<file path="src/rtl/bloom_pkg.sv">
// Shared types and helpers for the Bloom-filter engine.
//   op_e    : request opcode (INSERT / QUERY / CLEAR / ILLEGAL)
//   state_e : engine FSM states
//   GOLDEN  : per-hash mixing constant
//   hash_fold(): XOR-folds a key-wide value down to an index-wide value
package bloom_pkg;

    typedef enum logic [1:0] {
        OP_INSERT  = 2'd0,
        OP_QUERY   = 2'd1,
        OP_CLEAR   = 2'd2,
        OP_ILLEGAL = 2'd3
    } op_e;

    typedef enum logic [2:0] {
        ST_INIT_CLR,
        ST_IDLE,
        ST_HASH,
        ST_RD,
        ST_MOD,
        ST_CLR,
        ST_RESP
    } state_e;

    localparam logic [31:0] GOLDEN     = 32'h9E3779B9;
    localparam int unsigned MAX_KEY_W  = 256;
    localparam int unsigned MAX_ADDR_W = 32;

    // XOR of all addr_w-bit slices of x; x must be zero above key_w so the
    // top slice is implicitly zero-padded.
    function automatic logic [MAX_ADDR_W-1:0] hash_fold(input logic [MAX_KEY_W-1:0] x,
                                                        input int unsigned key_w,
                                                        input int unsigned addr_w);
        logic [MAX_ADDR_W-1:0] h;
        logic [MAX_ADDR_W-1:0] mask;
        mask = (MAX_ADDR_W'(1) << addr_w) - MAX_ADDR_W'(1);
        h    = '0;
        for (int unsigned s = 0; s < MAX_KEY_W; s++) begin
            if (s * addr_w < key_w)
                h = h ^ (MAX_ADDR_W'(x >> (s * addr_w)) & mask);
        end
        return h;
    endfunction

endpackage

</file>
<file path="src/rtl/bloom_filter_engine_if.sv">
// Request/response handshake bundle for bloom_filter_engine.
//   req_valid/req_ready/req_op/req_key : request channel (master -> engine)
//   rsp_valid/rsp_ready/rsp_hit/rsp_err: response channel (engine -> master)
interface bloom_filter_engine_if #(
    parameter int unsigned KEY_W = 72
) ();
    logic             req_valid;
    logic             req_ready;
    logic [1:0]       req_op;
    logic [KEY_W-1:0] req_key;
    logic             rsp_valid;
    logic             rsp_ready;
    logic             rsp_hit;
    logic             rsp_err;

    modport master (
        output req_valid, req_op, req_key, rsp_ready,
        input  req_ready, rsp_valid, rsp_hit, rsp_err
    );

    modport slave (
        input  req_valid, req_op, req_key, rsp_ready,
        output req_ready, rsp_valid, rsp_hit, rsp_err
    );
endinterface

</file>
<file path="src/rtl/bloom_hash_k.sv">
// Combinational K-way key hasher.
//   key    in  KEY_W              key to hash
//   hashes out NUM_HASH x ADDR_W  bit-array indices, hashes[i] = h_i
// h_i = fold(rotl(key, 7*i mod KEY_W) ^ replicate32(GOLDEN*(i+1))).
module bloom_hash_k
    import bloom_pkg::*;
#(
    parameter int unsigned KEY_W    = 72,
    parameter int unsigned ADDR_W   = 11,
    parameter int unsigned NUM_HASH = 7
) (
    input  logic [KEY_W-1:0]                   key,
    output logic [NUM_HASH-1:0][ADDR_W-1:0]    hashes
);
    localparam int unsigned REPS = (KEY_W + 31) / 32;

    for (genvar gi = 0; gi < NUM_HASH; gi++) begin : g_hash
        localparam int unsigned ROT = (7 * gi) % KEY_W;
        localparam logic [31:0] MIX = 32'(GOLDEN * 32'(gi + 1));

        logic [KEY_W-1:0]    rot;
        logic [REPS*32-1:0]  rep_full;
        logic [KEY_W-1:0]    x;

        assign rot      = (key << ROT) | (key >> (KEY_W - ROT));
        assign rep_full = {REPS{MIX}};
        assign x        = rot ^ rep_full[KEY_W-1:0];
        assign hashes[gi] = ADDR_W'(hash_fold(MAX_KEY_W'(x), KEY_W, ADDR_W));
    end
endmodule

</file>
<file path="src/rtl/bloom_filter_engine.sv">
// Bloom-filter engine: NUM_HASH hashes per key over a 2**ADDR_W-bit array
// stored as DEPTH words of WORD_W bits. Supports INSERT (reports prior
// membership), QUERY and CLEAR over a valid/ready request/response bundle.
//   clka       in   clock
//   rst_n      in   async active-low reset; always followed by a full array sweep
//   bus        slave request/response handshake bundle
//   busy       out  high in every state except IDLE
//   fill_count out  INSERTs with hit=0 since last clear, saturating
module bloom_filter_engine
    import bloom_pkg::*;
#(
    parameter int unsigned KEY_W    = 72,
    parameter int unsigned ADDR_W   = 11,
    parameter int unsigned NUM_HASH = 7,
    parameter int unsigned WORD_W   = 32,
    parameter int unsigned CNT_W    = 16
) (
    input  logic                  clka,
    input  logic                  rst_n,
    bloom_filter_engine_if.slave  bus,
    output logic                  busy,
    output logic [CNT_W-1:0]      fill_count
);
    localparam int unsigned BIT_W = $clog2(WORD_W);
    localparam int unsigned WA_W  = ADDR_W - BIT_W;
    localparam int unsigned DEPTH = 2 ** WA_W;
    localparam int unsigned J_W   = (NUM_HASH > 1) ? $clog2(NUM_HASH) : 1;

    state_e                         state;
    op_e                            op_q;
    logic [KEY_W-1:0]               key_q;
    logic [NUM_HASH-1:0][ADDR_W-1:0] hash_w;
    logic [NUM_HASH-1:0][ADDR_W-1:0] hash_q;
    logic [J_W-1:0]                 j_q;
    logic                           allset_q;
    logic [WA_W-1:0]                idx_q;

    logic [WORD_W-1:0]              mem [DEPTH];
    logic [WORD_W-1:0]              rd_data;
    logic                           mem_we;
    logic [WA_W-1:0]                mem_waddr;
    logic [WORD_W-1:0]              mem_wdata;

    logic [ADDR_W-1:0]              cur_h;
    logic [WA_W-1:0]                cur_word;
    logic [BIT_W-1:0]               cur_bit;
    logic                           cur_set;
    logic                           last_idx;
    logic                           last_j;

    bloom_hash_k #(
        .KEY_W    (KEY_W),
        .ADDR_W   (ADDR_W),
        .NUM_HASH (NUM_HASH)
    ) u_hash (
        .key    (key_q),
        .hashes (hash_w)
    );

    assign cur_h    = hash_q[j_q];
    assign cur_word = cur_h[ADDR_W-1:BIT_W];
    assign cur_bit  = cur_h[BIT_W-1:0];
    assign cur_set  = rd_data[cur_bit];
    assign last_idx = (idx_q == WA_W'(DEPTH - 1));
    assign last_j   = (j_q == J_W'(NUM_HASH - 1));

    // Single write port: sweep/clear zeroing or the INSERT read-modify-write.
    // The MOD write lands at the end of MOD, so the following RD already sees it.
    always_comb begin
        mem_we    = 1'b0;
        mem_waddr = idx_q;
        mem_wdata = '0;
        case (state)
            ST_INIT_CLR, ST_CLR: mem_we = 1'b1;
            ST_MOD: begin
                if (op_q == OP_INSERT) begin
                    mem_we    = 1'b1;
                    mem_waddr = cur_word;
                    mem_wdata = rd_data | (WORD_W'(1) << cur_bit);
                end
            end
            default: ;
        endcase
    end

    // Storage is deliberately not reset; the sweep makes it valid.
    always_ff @(posedge clka) begin
        if (mem_we)
            mem[mem_waddr] <= mem_wdata;
        if (state == ST_RD)
            rd_data <= mem[cur_word];
    end

    always_ff @(posedge clka or negedge rst_n) begin
        if (!rst_n) begin
            state         <= ST_INIT_CLR;
            op_q          <= OP_INSERT;
            key_q         <= '0;
            hash_q        <= '0;
            j_q           <= '0;
            allset_q      <= 1'b1;
            idx_q         <= '0;
            bus.req_ready <= 1'b0;
            bus.rsp_valid <= 1'b0;
            bus.rsp_hit   <= 1'b0;
            bus.rsp_err   <= 1'b0;
            busy          <= 1'b1;
            fill_count    <= '0;
        end else begin
            case (state)
                ST_INIT_CLR: begin
                    idx_q <= idx_q + 1'b1;
                    if (last_idx) begin
                        idx_q         <= '0;
                        state         <= ST_IDLE;
                        bus.req_ready <= 1'b1;
                        busy          <= 1'b0;
                    end
                end
                ST_IDLE: begin
                    if (bus.req_valid) begin
                        op_q          <= op_e'(bus.req_op);
                        key_q         <= bus.req_key;
                        bus.req_ready <= 1'b0;
                        busy          <= 1'b1;
                        case (op_e'(bus.req_op))
                            OP_INSERT, OP_QUERY: state <= ST_HASH;
                            OP_CLEAR: begin
                                idx_q <= '0;
                                state <= ST_CLR;
                            end
                            default: begin
                                state         <= ST_RESP;
                                bus.rsp_valid <= 1'b1;
                                bus.rsp_hit   <= 1'b0;
                                bus.rsp_err   <= 1'b1;
                            end
                        endcase
                    end
                end
                ST_HASH: begin
                    hash_q   <= hash_w;
                    j_q      <= '0;
                    allset_q <= 1'b1;
                    state    <= ST_RD;
                end
                ST_RD: state <= ST_MOD;
                ST_MOD: begin
                    if (op_q == OP_QUERY && !cur_set) begin
                        state         <= ST_RESP;
                        bus.rsp_valid <= 1'b1;
                        bus.rsp_hit   <= 1'b0;
                        bus.rsp_err   <= 1'b0;
                    end else if (last_j) begin
                        state         <= ST_RESP;
                        bus.rsp_valid <= 1'b1;
                        bus.rsp_hit   <= allset_q & cur_set;
                        bus.rsp_err   <= 1'b0;
                    end else begin
                        j_q      <= j_q + 1'b1;
                        allset_q <= allset_q & cur_set;
                        state    <= ST_RD;
                    end
                end
                ST_CLR: begin
                    idx_q <= idx_q + 1'b1;
                    if (last_idx) begin
                        idx_q         <= '0;
                        fill_count    <= '0;
                        state         <= ST_RESP;
                        bus.rsp_valid <= 1'b1;
                        bus.rsp_hit   <= 1'b0;
                        bus.rsp_err   <= 1'b0;
                    end
                end
                ST_RESP: begin
                    if (bus.rsp_ready) begin
                        if (op_q == OP_INSERT && !bus.rsp_hit && fill_count != '1)
                            fill_count <= fill_count + 1'b1;
                        bus.rsp_valid <= 1'b0;
                        bus.rsp_hit   <= 1'b0;
                        bus.rsp_err   <= 1'b0;
                        bus.req_ready <= 1'b1;
                        busy          <= 1'b0;
                        state         <= ST_IDLE;
                    end
                end
                default: state <= ST_INIT_CLR;
            endcase
        end
    end
endmodule

</file>
<file path="src/flat_wrapper.sv">
// flat-port wrapper written by rule: the top's interface ports become plain ports
module bloom_filter_engine_flat import bloom_pkg::*;
#(
    parameter int unsigned KEY_W    = 72,
    parameter int unsigned ADDR_W   = 11,
    parameter int unsigned NUM_HASH = 7,
    parameter int unsigned WORD_W   = 32,
    parameter int unsigned CNT_W    = 16
)
  (clka, rst_n, busy, fill_count, bus_req_valid, bus_req_op, bus_req_key, bus_rsp_ready, bus_req_ready, bus_rsp_valid, bus_rsp_hit, bus_rsp_err);
  bloom_filter_engine_if #(.KEY_W(KEY_W)) bus_i ();
  input  logic clka;
  input  logic rst_n;
  output logic busy;
  output logic [CNT_W-1:0] fill_count;
  input wire logic [$bits(bus_i.req_valid)-1:0] bus_req_valid;
  input wire logic [$bits(bus_i.req_op)-1:0] bus_req_op;
  input wire logic [$bits(bus_i.req_key)-1:0] bus_req_key;
  input wire logic [$bits(bus_i.rsp_ready)-1:0] bus_rsp_ready;
  output wire logic [$bits(bus_i.req_ready)-1:0] bus_req_ready;
  output wire logic [$bits(bus_i.rsp_valid)-1:0] bus_rsp_valid;
  output wire logic [$bits(bus_i.rsp_hit)-1:0] bus_rsp_hit;
  output wire logic [$bits(bus_i.rsp_err)-1:0] bus_rsp_err;
  assign bus_i.req_valid = bus_req_valid;
  assign bus_i.req_op = bus_req_op;
  assign bus_i.req_key = bus_req_key;
  assign bus_i.rsp_ready = bus_rsp_ready;
  assign bus_req_ready = bus_i.req_ready;
  assign bus_rsp_valid = bus_i.rsp_valid;
  assign bus_rsp_hit = bus_i.rsp_hit;
  assign bus_rsp_err = bus_i.rsp_err;
  bloom_filter_engine #(.KEY_W(KEY_W), .ADDR_W(ADDR_W), .NUM_HASH(NUM_HASH), .WORD_W(WORD_W), .CNT_W(CNT_W)) u_core (.clka(clka), .rst_n(rst_n), .bus(bus_i), .busy(busy), .fill_count(fill_count));
endmodule
</file>
<file path="config.mk">
export PLATFORM = sky130hd
export DESIGN_NAME = bloom_filter_engine_flat
export DESIGN_NICKNAME = d
export VERILOG_FILES = /design/src/rtl/bloom_pkg.sv /design/src/rtl/bloom_filter_engine_if.sv /design/src/rtl/bloom_hash_k.sv /design/src/rtl/bloom_filter_engine.sv /design/src/flat_wrapper.sv
export SDC_FILE = /design/constraint.sdc
export NUM_CORES = 2
export LEC_CHECK = 0
export ABC_AREA = 1
export CAP_MARGIN = 40
export CORE_MARGIN = 4
export CORE_UTILIZATION = 50
export CTS_CLUSTER_SIZE = 28
export DETAILED_ROUTE_END_ITERATION = 12
export GPL_TIMING_DRIVEN = 0
export PLACE_DENSITY_LB_ADDON = 0.3
export SLEW_MARGIN = 15
export SYNTH_ARGS = -nofsm -noshare
export SYNTH_HDL_FRONTEND = slang
export SYNTH_SLANG_ARGS = --single-unit
</file>
<file path="constraint.sdc">
create_clock -name clka -period 5.18 [get_ports clka]
set_input_delay 1.036 -clock clka [delete_from_list [all_inputs] [get_ports clka]]
set_output_delay 1.036 -clock clka [all_outputs]
set_load 0.01 [all_outputs]
</file>
-- Word-level counts from Yosys, hierarchy flattened
Memories as Yosys holds them, arrays and structs flattened. A register that Yosys moved wholly into a read port is not among the register bits.
Cells that the tools add are included.
- $add $sub $neg: 3
- $lt $le $gt $ge: 2
- equal/unequal tests: 22
- shift operators: 1
- muxes and demuxes: 55
- bitwise logic cells: 57
- reductions and logical operators: 23
- operators with widths (operator ; count):
    $xor 11x11->11 ; 35
    $not 42->42 ; 2
    $xor 11x6->11 ; 7
    $or 72x14->72 ; 1
    $or 72x21->72 ; 1
    $or 72x28->72 ; 1
    $or 72x35->72 ; 1
    $or 72x42->72 ; 1
    $or 72x7->72 ; 1
    $mux 32 ; 2
    $mux 16 ; 3
    $not 45->45 ; 1
    $not 40->40 ; 1
    $not 38->38 ; 1
    $bmux 11 s3 ; 1
    $not 33->33 ; 1
    $or 32x32->32 ; 1
    $pmux 16 s2 ; 1
    $shl 1x5->32 const A ; 1
    $mux 6 ; 5
    $not 30->30 ; 1
    $mux 3 ; 8
    $mux 1 ; 22
    $pmux 3 s7 ; 1
    36 further kinds ; 63
- register bits: 185
- bits in writable memories: 2048
- output and inout port bits: 21
- word-level logic and storage cells: 183
- memories kept: 1
- memories (memory ; words ; width ; read ports ; clocked after memory_dff ; write ports ; RTL line ; text):
    u_core.mem ; 64 ; 32 ; 1 ; 1 ; 1 ; bloom_filter_engine.sv:38 ; logic [WORD_W-1:0] mem [DEPTH];

-- Depth between registers and ports, before layout
- word-level depth: 8
- gate-level depth with buffers: 21
- gate-level depth less buffers: 19

-- Modules after synthesis
From an unflattened synthesis, not the netlist that was laid out.
- cells, all modules: 7835
- area, all modules: 93228.2 sq um
- by module, submodules not included (module ; times used ; cells an instance ; area each (sq um) ; seq. area each (sq um)):
    bloom_filter_engine ; 1 ; 7438 ; 91057.3 ; 67091.8
    bloom_hash_k ; 1 ; 397 ; 2170.8 ; 0.0

-- Least setup slack after synthesis
No wires, ideal clock.
- path type: register to register
- from: register u_core.j_q[0]
- to: memory u_core.mem[54][0] (enable)
- arrival: 4.052 ns
- required time: 4.719 ns
- path slack: 0.667 ns
- cell stages (with the launch flop): 13
- cells stage by stage: dfrtp_1 > buf_6 > inv_4 > buf_6 > buf_2 > nor2_1 > o21ai_0 > inv_1 > o21ai_2 > nand2_1 > o21ai_1 > nand3_1 > nor3_1
- cells in the longest elaborated chain, start to end: 4
- ends and longest elaborated chain (what ; RTL line ; text):
    from (decl) ; bloom_filter_engine.sv:34 ; logic [J_W-1:0] j_q;
    from (signal assigned) ; bloom_filter_engine.sv:160 ; j_q <= j_q + 1'b1;
    $bmux 11 s3 ; bloom_filter_engine.sv:60 ; assign cur_h = hash_q[j_q];
    $mux 11 (not written as such) ; bloom_filter_engine.sv:60 ;
    $mux 6 ; bloom_filter_engine.sv:76 ; if (op_q == OP_INSERT) begin
    $mux 6 ; bloom_filter_engine.sv:73 ; case (state)
    to (decl) ; bloom_filter_engine.sv:38 ;
No other way between the ends. The select of a mux whose other input is x is not followed.

-- Worst setup path after layout
- from: register u_core.j_q[2]
- to: register u_core.rd_data[21] (read register of u_core.mem) (data pin)
- cells in the longest elaborated chain, start to end: 2
- ends and longest elaborated chain (what ; RTL line ; text):
    $bmux 11 s3 ; bloom_filter_engine.sv:60 ;
    $mux 11 (not written as such) ; bloom_filter_engine.sv:60 ;
    to (decl) ; bloom_filter_engine.sv:39 ; logic [WORD_W-1:0] rd_data;
No other way between the ends. The select of a mux whose other input is x is not followed.
A chain may end at the register's enable or synchronous reset.

==> flow_metrics.env <==
export IMPL_grt_remaining_overflow=0
export IMPL_max_stage_delay_ns=0.75
export IMPL_crit_chain="buf_2 -> clkinv_1 -> nand2_1 -> nand2_1 -> inv_2 -> buf_4 -> buf_2 -> clkbuf_1 -> nand3_1 -> nand3_1 -> nand2_1 -> nand2_1 -> nand3_1 -> nand3_1 -> nand2_1"
export IMPL_syn_cell_area_um2=93100
export IMPL_num_vias=72082
export IMPL_placed_area_um2=102000
export IMPL_wire_per_inst_um=34.5
export IMPL_place_worst_setup_slack_ns=0.262
export IMPL_grt_pass1_wl_um=524000
export IMPL_drt_iter0_drc=13441
export IMPL_synth_edf_count=2080
export IMPL_synth_ff_type="edfxtp_1"
export IMPL_first_pass_iters=7
export IMPL_cts_hold_buf=0
export IMPL_gp_congestion=1.11
export IMPL_start_util=0.503
export IMPL_antenna_found_initial=33
export IMPL_root_buffer="clkbuf_16"
export IMPL_boundaryPins=99
export IMPL_syn_instance_count=7999
export IMPL_slew_headroom=0.341
export IMPL_crit_top_cell="nand2_1"
export IMPL_cts_max_level=4
export IMPL_cts_clk_slew_worst_paths_ns=0.06
export IMPL_status="complete, no violations"
export IMPL_synth_top_cell_by_area="edfxtp_1"
export IMPL_rsz0062_at_grt="false"
export IMPL_cap_violations=0
export IMPL_nNetsFinal=8630
export IMPL_crit_type="flop to flop"
export IMPL_finalHoldViolations=0
export IMPL_async_reset_ff_frac=0.0817
export IMPL_cts_buffers=226
export IMPL_synth_seq_area_share=0.721
export IMPL_cts_buffer_depth=3
export IMPL_cts_repair_resized=0
export IMPL_hpwl_um=275000
export IMPL_worst_slew_pin_slew_ns=0.986
export IMPL_worstPathMaxFanout=10
export IMPL_core_area_um2=185000
export IMPL_cts_tree="done"
export IMPL_synth_warnings=0
export IMPL_cp_required_ns=5.81
export IMPL_clock_latency_ns=0.94
export IMPL_finalSetupViolCount=0
export IMPL_syn_area_per_cell_um2=11.6
export IMPL_maxSlewViolCount=0
export IMPL_antenna_left=0
export IMPL_synth_common_cells="2,257 x nand2_1, 2,080 x edfxtp_1, 1,413 x nand3_1"
export IMPL_synth_top_area_frac=0.671
export IMPL_cts_setup_buffers=0
export IMPL_portBuffers=98
export IMPL_endpoint_kind="flop"
export IMPL_drive_gt1_frac=0.108
export IMPL_yosysMostFrequentCell="nand2_1"
export IMPL_viasPerCell=6.41
export IMPL_fp_dieH_um=440
export IMPL_whs_ns=0.0613
export IMPL_cts_num_sinks=2265
export IMPL_period_needed_ns=5.15
export IMPL_wl_um=387000
export IMPL_cpMaxStageDelayCell="clkbuf_1"
export IMPL_grt_pass1_vias=66319
export IMPL_route_detailed_drc=0
export IMPL_ys_types=44
export IMPL_min_path_type="input port to async pin"
export IMPL_fin_tns_setup_ns=0
export IMPL_rows=158
export IMPL_clock_fmax_mhz=194
export IMPL_setup_worst_path_start_class="flop"
export IMPL_finalClockSkew_ns=0.0637
export IMPL_cp_arrival_ns=5.78
export IMPL_finalCritPeriodShare=0.995
export IMPL_syn_nets=8081
export IMPL_stdcell_area_um2=110000
export IMPL_gr_usage_all_layers=0.395
export IMPL_dieWidth_um=440
export IMPL_syn2layout_area_growth_pct=18.2
export IMPL_fin_ws_ns=0.0271
export IMPL_ys_seq_elements=2265
export IMPL_synth_area_leaders="edfxtp_1 67%, nand2_1 9.1%, nand3_1 7.6%"
export IMPL_grt_max_degree=75
export IMPL_die_area_um2=193000
critical path, delay by kind of cell (launching register included):
family	cells	cell delay (ns)
buf+inv	6	2.60
flops	1	0.31
simple gates	9	1.96
routing by layer:
layer | vias up | GRT usage | wire length (um)
li1 | 29398 | - | -
met1 | 34896 | 0.500 | 132000
met2 | 6355 | 0.557 | 160000
met3 | 1413 | 0.143 | 59300
met4 | 20 | 0.291 | 36500
met5 | - | 0.00756 | 314
metrics by stage:
stage,utilization,instances
after floorplan,-,7999
after global placement,0.525,10577
after detailed placement,0.553,10789
after CTS,0.593,11213
after global routing,0.594,11226
final,0.594,11241
state kept, by name, indices dropped and copies added (netlist names):
| signal | count |
|---|---|
| u_core.op_q | 2 |
| u_core.j_q | 3 |
| u_core.busy | 1 |
| u_core.bus.req_ready | 1 |
| u_core.rd_data | 32 |
| u_core.fill_count | 16 |
| u_core.state | 3 |
| u_core.mem | 2048 |
| u_core.allset_q | 1 |
| u_core.hash_q | 77 |
| u_core.bus.rsp_valid | 1 |
| u_core.key_q | 72 |
| u_core.bus.rsp_hit | 1 |
| u_core.bus.rsp_err | 1 |
| u_core.idx_q | 6 |
area by class of cell:
class                      count  area, um2
inverter                     112        425
antenna                       17       42.5
timing repair buffer         321       5650
buffer                       504       2310
clock buffer                 279       5960
clock inverter               145       1410
fill                       14609      75200
multi-input combinational   5118      24000
tap                         2480       3100
sequential                  2265      67100
logic make-up (layout without fill, tap and decap cells):
kind of cell,after synthesis,in the layout,synth area share
flops,2265,2265,0.721
other cells,0,17,0
compound gates,704,704,0.0446
buf+inv,616,1361,0.0293
fa+ha+maj,4,4,0.000537
simple gates,4273,4273,0.192
xor+xnor,137,137,0.0129
placed cells by master, fill, tap and decap left out, types with 20 or more instances in the layout:
master,instances
o21ai_0,434
buf_12,101
clkbuf_16,231
buf_2,242
clkinv_1,55
buf_4,27
nand3_1,1413
o211ai_1,110
buf_16,78
inv_1,97
buf_6,29
clkinv_2,45
dfrtp_1,183
nand2_1,2257
edfxtp_1,2080
buf_1,36
clkbuf_1,248
nor2_4,74
nor2_1,498
o221ai_1,55
a21oi_1,20
xor2_1,91
bufinv_16,24
xnor2_1,46
o21ai_1,20
clkdlybuf4s50_1,97
path summary, 6_finish.rpt:
path                                                start                      endpoint  slack (ns)  depth (start not counted)
worst max-delay path            u_core.j_q[2]$_DFFE_PN0P_  u_core.rd_data[21]$_DFFE_PP_        0.03                         15
worst min-delay path                                rst_n  u_core.key_q[57]$_DFFE_PN0P_        0.06                          1
worst max register to register  u_core.j_q[2]$_DFFE_PN0P_  u_core.rd_data[21]$_DFFE_PP_        0.03                         15
worst min register to register    u_core.busy$_DFFE_PN1P_       u_core.busy$_DFFE_PN1P_        0.47                          2
max in group asynchronous                           rst_n   u_core.allset_q$_DFFE_PN1P_        4.40                          2
min in group clka                 u_core.busy$_DFFE_PN1P_       u_core.busy$_DFFE_PN1P_        0.47                          2
Power is left out: the tool's default activity adds up to more than one toggle a clock period on the data nets, which glitch-free logic cannot reach.
